### src/rtl/uart_pkg.sv
// rtl/uart_pkg.sv - shared UART transmit state encoding and default bit period
package uart_pkg;

  typedef enum logic [2:0] {
    IDLE   = 3'd0,
    START  = 3'd1,
    DATA   = 3'd2,
    PARITY = 3'd3,
    STOP   = 3'd4
  } tx_state_e;

  localparam int unsigned CLKS_PER_BIT_DEFAULT = 868;

endpackage

### src/rtl/uart_tx_serializer_if.sv
// rtl/uart_tx_serializer_if.sv - byte offer handshake between a producer and the UART transmitter
interface uart_tx_serializer_if;

  logic [7:0] tx_data;
  logic       tx_valid;
  logic       tx_ready;

  modport master (output tx_data, output tx_valid, input tx_ready);
  modport slave  (input tx_data, input tx_valid, output tx_ready);

endinterface

### src/rtl/uart_baud_tick.sv
// rtl/uart_baud_tick.sv - 16-bit bit-period down-counter, tick while the count sits at zero
module uart_baud_tick (
  input  logic        CLK,
  input  logic        RST,
  input  logic        load_i,
  input  logic [15:0] load_value_i,
  output logic        tick_o
);

  logic [15:0] count_q, count_d;

  always_comb begin
    count_d = count_q;
    if (load_i) begin
      count_d = load_value_i;
    end else if (count_q != 16'd0) begin
      count_d = count_q - 16'd1;
    end
  end

  always_ff @(posedge CLK or negedge RST) begin
    if (!RST) begin
      count_q <= 16'd0;
    end else begin
      count_q <= count_d;
    end
  end

  assign tick_o = (count_q == 16'd0);

endmodule

### src/rtl/uart_tx_serializer.sv
// rtl/uart_tx_serializer.sv - UART byte serializer: start, 8 data bits LSB first, optional parity, stop
// Parity bit is built in only when UART_TX_PARITY_EN is defined.
module uart_tx_serializer
  import uart_pkg::*;
#(
  parameter int unsigned CLKS_PER_BIT = CLKS_PER_BIT_DEFAULT,
  parameter int unsigned STOP_BITS    = 1,
  parameter int unsigned PARITY_ODD   = 0
) (
  input  logic                 CLK,
  input  logic                 RST,
  uart_tx_serializer_if.slave  s_if,
  output logic                 TX,
  output logic                 BUSY
);

  if (CLKS_PER_BIT < 2 || CLKS_PER_BIT > 65535 || STOP_BITS < 1 || STOP_BITS > 2 || PARITY_ODD > 1)
  begin : g_bad_param
    $error("uart_tx_serializer: illegal parameter value");
  end

  localparam logic [15:0] RELOAD    = 16'(CLKS_PER_BIT - 1);
  localparam logic [2:0]  LAST_STOP = 3'(STOP_BITS - 1);

  tx_state_e  state_q, state_d;
  logic       tx_q, tx_d;
  logic       ready_q, ready_d;
  logic [7:0] shift_q, shift_d;
  logic [2:0] idx_q, idx_d;
  logic       load;
  logic       tick;

`ifdef UART_TX_PARITY_EN
  logic parity_q, parity_d;
`endif

  uart_baud_tick u_baud_tick (
    .CLK          (CLK),
    .RST          (RST),
    .load_i       (load),
    .load_value_i (RELOAD),
    .tick_o       (tick)
  );

  always_ff @(posedge CLK or negedge RST) begin
    if (!RST) begin
      state_q <= IDLE;
      tx_q    <= 1'b1;
      ready_q <= 1'b1;
      shift_q <= 8'd0;
      idx_q   <= 3'd0;
`ifdef UART_TX_PARITY_EN
      parity_q <= 1'b0;
`endif
    end else begin
      state_q <= state_d;
      tx_q    <= tx_d;
      ready_q <= ready_d;
      shift_q <= shift_d;
      idx_q   <= idx_d;
`ifdef UART_TX_PARITY_EN
      parity_q <= parity_d;
`endif
    end
  end

  always_comb begin
    state_d = state_q;
    case (state_q)
      IDLE:   if (s_if.tx_valid) state_d = START;
      START:  if (tick) state_d = DATA;
`ifdef UART_TX_PARITY_EN
      DATA:   if (tick && idx_q == 3'd7) state_d = PARITY;
      PARITY: if (tick) state_d = STOP;
`else
      DATA:   if (tick && idx_q == 3'd7) state_d = STOP;
`endif
      STOP:   if (tick && idx_q == LAST_STOP) state_d = IDLE;
      default: state_d = IDLE;
    endcase
  end

  // Shift register drains LSB first; parity is latched at accept so it survives the drain.
  always_comb begin
    tx_d    = tx_q;
    ready_d = ready_q;
    shift_d = shift_q;
    idx_d   = idx_q;
    load    = 1'b0;
`ifdef UART_TX_PARITY_EN
    parity_d = parity_q;
`endif
    case (state_q)
      IDLE: if (s_if.tx_valid) begin
        shift_d = s_if.tx_data;
        tx_d    = 1'b0;
        ready_d = 1'b0;
        idx_d   = 3'd0;
        load    = 1'b1;
`ifdef UART_TX_PARITY_EN
        parity_d = (^s_if.tx_data) ^ PARITY_ODD[0];
`endif
      end
      START: if (tick) begin
        tx_d    = shift_q[0];
        shift_d = shift_q >> 1;
        load    = 1'b1;
      end
      DATA: if (tick) begin
        load = 1'b1;
        if (idx_q == 3'd7) begin
          idx_d = 3'd0;
`ifdef UART_TX_PARITY_EN
          tx_d = parity_q;
`else
          tx_d = 1'b1;
`endif
        end else begin
          idx_d   = idx_q + 3'd1;
          tx_d    = shift_q[0];
          shift_d = shift_q >> 1;
        end
      end
`ifdef UART_TX_PARITY_EN
      PARITY: if (tick) begin
        tx_d = 1'b1;
        load = 1'b1;
      end
`endif
      STOP: if (tick) begin
        if (idx_q == LAST_STOP) begin
          idx_d   = 3'd0;
          ready_d = 1'b1;
          shift_d = 8'd0;
        end else begin
          idx_d = idx_q + 3'd1;
          load  = 1'b1;
        end
      end
      default: ;
    endcase
  end

  assign TX            = tx_q;
  assign s_if.tx_ready = ready_q;
  assign BUSY          = (state_q != IDLE);

endmodule

### src/flat_wrapper.sv
// flat-port wrapper written by rule: the top's interface ports become plain ports
module uart_tx_serializer_flat import uart_pkg::*;
#(
  parameter int unsigned CLKS_PER_BIT = CLKS_PER_BIT_DEFAULT,
  parameter int unsigned STOP_BITS    = 1,
  parameter int unsigned PARITY_ODD   = 0
)
  (CLK, RST, TX, BUSY, s_if_tx_data, s_if_tx_valid, s_if_tx_ready);
  uart_tx_serializer_if s_if_i ();
  input  logic CLK;
  input  logic RST;
  output logic TX;
  output logic BUSY;
  input wire logic [$bits(s_if_i.tx_data)-1:0] s_if_tx_data;
  input wire logic [$bits(s_if_i.tx_valid)-1:0] s_if_tx_valid;
  output wire logic [$bits(s_if_i.tx_ready)-1:0] s_if_tx_ready;
  assign s_if_i.tx_data = s_if_tx_data;
  assign s_if_i.tx_valid = s_if_tx_valid;
  assign s_if_tx_ready = s_if_i.tx_ready;
  uart_tx_serializer #(.CLKS_PER_BIT(CLKS_PER_BIT), .STOP_BITS(STOP_BITS), .PARITY_ODD(PARITY_ODD)) u_core (.CLK(CLK), .RST(RST), .s_if(s_if_i), .TX(TX), .BUSY(BUSY));
endmodule
### config.mk
export PLATFORM = sky130hd
export DESIGN_NAME = uart_tx_serializer_flat
export DESIGN_NICKNAME = d
export VERILOG_FILES = /design/src/rtl/uart_pkg.sv /design/src/rtl/uart_tx_serializer_if.sv /design/src/rtl/uart_baud_tick.sv /design/src/rtl/uart_tx_serializer.sv /design/src/flat_wrapper.sv
export SDC_FILE = /design/constraint.sdc
export NUM_CORES = 1
export LEC_CHECK = 0
export CORE_ASPECT_RATIO = 1.4
export CORE_MARGIN = 2
export CORE_UTILIZATION = 30
export DETAILED_ROUTE_END_ITERATION = 8
export HOLD_SLACK_MARGIN = 0.05
export SLEW_MARGIN = 20
export SYNTH_ARGS = -nofsm -noshare
export SYNTH_HDL_FRONTEND = slang
export SYNTH_SLANG_ARGS = --single-unit
### constraint.sdc
create_clock -name CLK -period 3 [get_ports CLK]
set_input_delay 0.45 -clock CLK [delete_from_list [all_inputs] [get_ports CLK]]
set_output_delay 0.45 -clock CLK [all_outputs]
set_load 0.01 [all_outputs]
### After elaboration in Yosys (flattened, before gate mapping)

Index checks and enable logic that the tools add are counted.

| operators by class | value |
|---|---|
| add/subtract/negate cells | 2 |
| multipliers | 0 |
| divide/modulo/power cells | 0 |
| magnitude comparators | 0 |
| equality and inequality tests | 12 |
| shift-type cells | 0 |
| multiplexer cells | 33 |
| bitwise gates (word level) | 0 |
| reductions and logical operators | 18 |

Operator list:

| kind | number |
|---|---|
| $mux W8 | 6 |
| $mux W16 | 2 |
| $pmux W8 S4 | 1 |
| $mux W3 | 9 |
| $logic_not A16 Y1 | 1 |
| $reduce_and A4 Y1 | 4 |
| $reduce_bool A16 Y1 | 1 |
| $sub A16 B1 Y16 const B | 1 |
| $ne A2 B1 Y1 const B | 6 |
| $pmux W3 S4 | 1 |
| $mux W1 | 10 |
| $pmux W3 S3 | 1 |
| $reduce_bool A3 Y1 | 3 |
| $reduce_and A7 Y1 | 1 |
| $eq A3 B3 Y1 const B | 2 |
| $logic_not A3 Y1 | 2 |
| $pmux W1 S3 | 2 |
| $ne A2 B2 Y1 const B | 2 |
| $reduce_bool A2 Y1 | 2 |
| $reduce_bool A4 Y1 | 1 |
| $add A3 B1 Y3 const B | 1 |
| $eq A3 B1 Y1 const B | 1 |
| $eq A3 B2 Y1 const B | 1 |
| $logic_and A1 B1 Y1 | 2 |
| 2 further kinds | 2 |

| storage, ports and cells | value |
|---|---|
| bits in registers | 32 |
| latch bits | 0 |
| memory bits (writable) | 0 |
| bits in read-only memories | 0 |
| bits of input ports | 11 |
| output and inout port bits | 3 |
| word-level logic and storage cells | 71 |
| memories | 0 |

### Depth between registers and ports, before layout

| logic depth | value |
|---|---|
| word-level depth | 5 |
| mapped depth | 9 |

### By module

From an unflattened synthesis, not the netlist that was laid out.

| second synthesis, totals | value |
|---|---|
| cells, all modules | 222 |
| area total of the unflattened synthesis | 2,134.5 um2 |

By module, submodules not included:

| module | instances | cells each | area each (um2) | seq. area each (um2) |
|---|---|---|---|---|
| uart_tx_serializer | 1 | 118 | 1,128.6 | 402.9 |
| uart_baud_tick | 1 | 104 | 1,006.0 | 400.4 |

### Worst setup path before layout

Ideal clock, no wire load.

| path | value |
|---|---|
| kind | register to register |
| start | register u_core.u_baud_tick.count_q[0] |
| end | register u_core.u_baud_tick.count_q[14] |
| setup time | 0.120 ns |
| arrival time | 2.084 ns |
| required time | 2.880 ns |
| path slack | 0.796 ns |
| cell stages (with the launch flop) | 8 |
| clock period less this slack | 2.204 ns |
| path through | dfrtp_1 inv_1 ha_1 or3b_4 or3_4 or4b_4 xor2_1 nor2_2 |

| on the way | value |
|---|---|
| word-level cells in the longest chain between the ends | 4 |
| elaborated cells on any way between the ends | 9 |
| classes of those cells | 1 x add/sub; 5 x mux; 3 x reduce/logical |

RTL lines:

| item | RTL line | RTL |
|---|---|---|
| from (decl) | uart_baud_tick.sv:10 | `logic [15:0] count_q, count_d;` |
| from (signal assigned) | uart_baud_tick.sv:25 | `count_q <= count_d;` |
| branches (longest 4 deep; another with $sub A16 B1 Y16) | -- |  |

Parallel ways; which one is timed is not known. The select of a mux whose other input is x is not followed.
A chain may end at the register's enable or synchronous reset.

### Worst setup path after layout

Ends and elaborated chain as after synthesis.

==> out/metrics.csv <==
stage;metric;value;unit
status;status;finished clean;
critical_path;CP Cell Sequence;inv_1 -> ha_1 -> or3b_4 -> or3_4 -> or4b_4 -> xor2_1 -> nor2_2;
synth;Post-synth top flop;dfrtp_1;
min_path;Hold Path Class;flip-flop to flip-flop;
critical_path;r2r startpoint;u_core.u_baud_tick.count_q[0]$_DFFE_PN0P_;
global_route;initial antenna violation count;0;
timing;Worst slew margin;57.6;%
clock_tree;clk_lat worst skew;0.29;ns
critical_path;WP depth;7;
synth;asr flop ratio synth;100;%
clock_tree;setup bufs post-CTS;0;
drt;DR vias;1486;
clock_tree;Root Buffer;clkbuf_8;
power;static leakage;0.958;nW
drt;drt total wl;3.93;mm
timing;RSZ-0062 raised after global routing;false;
global_route;vias in the first global route;1461;
timing;Fmax;425;MHz
die;starting density of the core;30.7;%
clock_tree;Longest Clk Path Bufs;2;
clock_tree;CTS resizes;0;
drt;Pre-antenna DRT Iters;4;
synth;Yosys warnings;0;
critical_path;worst-path fanout max;6;
synth;Post-synth EDFFs;0;
synth;post-synthesis mux area share;6.35;%
timing;Final Critical Period;2.35;ns
global_route;Remaining Overflow, GRT;0;
timing;Slew @ Worst Pin;0.634;ns
critical_path;Startpoint Class;flip-flop;
power;Max VDD drop;0.000171;V
critical_path;crit path max-delay cell type;or4b_4;
critical_path;R2R Path End;u_core.u_baud_tick.count_q[14]$_DFFE_PN0P_;
timing;final hold violation count;0;
run;Max-Cap Viols;0;
global_route;first-pass GRT wire length;6.76;mm
synth;Synth Area in XOR/XNOR;3.70;%
synth;syn_nets;220;
place;routability cong.;0.859;
timing;skew final;0.00622;ns
critical_path;CP Capture Point;u_core.u_baud_tick.count_q[14]$_DFFE_PN0P_;
synth;Synth Area in Compound Gates;13.4;%
timing;Tcrit/Tclk final;78.4;%
drt;Antenna Nets Post-Route;0;
synth;Avg Inst Size Synth;9.28;um^2
critical_path;critical setup path kind;flip-flop to flip-flop;
cells_and_area;final net count;235;
critical_path;CP top delay family;simple AND/OR/NAND/NOR gates;
cells_and_area;area delta synth->final;16.0;%
die;top-level I/O count;14;
timing;Final setup viols;0;
synth;Simple-Gate Fraction of Synth Area;27.0;%
critical_path;worst path bufs/invs;1;
critical_path;Critical Path Max Stage Delay;0.52;ns
critical_path;crit path from;u_core.u_baud_tick.count_q[0]$_DFFE_PN0P_;
critical_path;WP data required;3.16;ns
synth;adder-cell share of the synthesized area;3.30;%
place;PortBufs;13;
die;core area;6170;um^2
clock_tree;hold buffers post-CTS;0;
die;DIE HEIGHT;98.0;um
critical_path;worst reg2reg path depth;7;
cells_and_area;# fillers;626;
synth;cells after synthesis;204;
global_route;Total GRT Usage;12.3;%
cells_and_area;commonest non-fill, non-tap cells in the layout;dfrtp_1, nand2_1, nor2_1, clkdlybuf4s50_1, o21ai_0;
synth;FF+latch count, synth;32;
clock_tree;Clock transition at path regs;0.07;ns
die;die width;71.1;um
die;placement row count;34;
drt;DRC errors left;0;
critical_path;WP data arrival;2.51;ns
synth;largest family of logic cells by synthesized area;simple AND/OR/NAND/NOR gates;
critical_path;R2R Setup Slk;0.65;ns
clock_tree;Max H-tree Level;2;
power;power density over cell area;549;nW/um^2
synth;synthesized cell area;1890;um^2
global_route;largest net degree at the start of global routing;33;
clock_tree;CTS tree;yes;
synth;Yosys cell types;54;
cells_and_area;most common cell after layout, fill and taps aside;dfrtp_1;
cells_and_area;share of layout cells above drive strength 1;15.9;%
clock_tree;Num CTS Buffers;5;
timing;setup TNS;0;ns
drt;Detailed Route Iter0 Violations;106;
timing;hold slack;0.492;ns
clock_tree;Sink Count;32;
place;HPWL reported at the end of detailed placement;2.77;mm
timing;Slew Limit Fails;0;
synth;sequential area share after synthesis;42.4;%
drt;drt via density;5.09;
critical_path;Critical Path End Type;flip-flop;
drt;Wirelength per Cell;13.4;um
die;die area;6970;um^2
cells_and_area;Inserted Diodes;0;
==> area by class of cell <==
cell class              instances  area, um^2  area share, %
clock buffers                   6        82.6           3.76
clock inverters                 2        10.0          0.456
inverters                      11        41.3           1.88
multi-input cells             153        1020           46.3
flip-flops and latches         32         803           36.6
well taps                      72        90.1           4.10
repair buffers                 16         153           6.95
==> registers in the layout (all words and copies together), names as in the netlist <==
signal / cells
u_core.shift_q: 8
u_core.u_baud_tick.count_q: 16
u_core.state_q: 3
u_core.TX: 1
u_core.idx_q: 3
u_core.s_if.tx_ready: 1
==> synth_stat cells, types with 2 or more instances <==
cell | number | area (um^2)
nand3b_1 | 3 | 22.5
ha_1 | 5 | 62.6
dfrtp_1 | 30 | 751
o21bai_1 | 2 | 15.0
nand3_1 | 3 | 15.0
nor2b_1 | 4 | 25.0
nor2_1 | 14 | 52.6
mux2i_1 | 3 | 30.0
xnor2_1 | 3 | 26.3
buf_2 | 2 | 10.0
clkbuf_1 | 6 | 22.5
a21oi_1 | 11 | 55.1
mux2_2 | 8 | 90.1
o31ai_1 | 2 | 15.0
o21ai_0 | 12 | 60.1
or3_2 | 2 | 15.0
nor3b_1 | 2 | 15.0
xor2_1 | 5 | 43.8
nand2b_1 | 10 | 62.6
nor3_1 | 7 | 35.0
nor4_1 | 2 | 12.5
dfstp_2 | 2 | 52.6
or3_1 | 2 | 12.5
inv_1 | 11 | 41.3
nand2_1 | 23 | 86.3
or4_1 | 2 | 15.0
==> power breakdown <==
group          total (mW)  internal, mW  switching [mW]
combinational       0.260         0.139           0.121
sequential          0.595         0.506          0.0893
clock               0.350         0.183           0.168
total                1.21         0.828           0.378
==> layer usage <==
| metal | GRT usage, % | vias up | part of all wire (%) |
|---|---|---|---|
| met2 | 20.3 | 20 | 52 |
| met3 | 2.79 | 10 | 2.5 |
| met1 | 14.6 | 711 | 42 |
| met5 | 0 | - | 0 |
| li1 | - | 745 | - |
| met4 | 6.39 | 0 | 3.1 |
==> logic make-up after synthesis <==
family | count (synthesis)
AND/OR/NAND/NOR | 90
AO/OA/AOI/OAI | 39
flip-flops | 32
buffers and inverters | 19
multiplexers | 11
XOR/XNOR | 8
adder cells (fa/ha/maj) | 5
==> stage by stage <==
stage	setup WS [ns]	utilization, %	cells	power [mW]	cell area (um^2)
after floorplan	0.796	-	204	0.779	1890
after global placement	0.663	34.1	284	0.856	2100
after detailed placement	0.646	34.1	284	0.862	2100
after CTS	0.623	35.6	292	1.22	2200
after global routing	0.387	35.6	292	1.29	2200
final	0.647	35.6	292	1.21	2200
==> worst register-to-register path, delay by kind of cell, from the launching register on <==
kind | cells | cell delay, ns
xor gates and xnor gates | 1 | 0.17
DFF | 1 | 0.40
and+or+nand+nor | 4 | 1.33
buffers and inverters | 1 | 0.11
adders and majority gates | 1 | 0.20
==> how the worst min path moves through the flow <==
stage / slack [ns] / cells after the start / startpoint / endpoint
floorplan: 0.15 / 0 / RST / u_core.idx_q[0]$_DFFE_PN0P_
global placement: 0.49 / 2 / u_core.TX$_DFFE_PN1P_ / u_core.TX$_DFFE_PN1P_
detailed placement: 0.49 / 2 / u_core.TX$_DFFE_PN1P_ / u_core.TX$_DFFE_PN1P_
CTS: 0.50 / 2 / u_core.TX$_DFFE_PN1P_ / u_core.TX$_DFFE_PN1P_
global route: 0.51 / 2 / u_core.TX$_DFFE_PN1P_ / u_core.TX$_DFFE_PN1P_
finish: 0.49 / 2 / u_core.TX$_DFFE_PN1P_ / u_core.TX$_DFFE_PN1P_
Power figures use the tool's default switching activity.
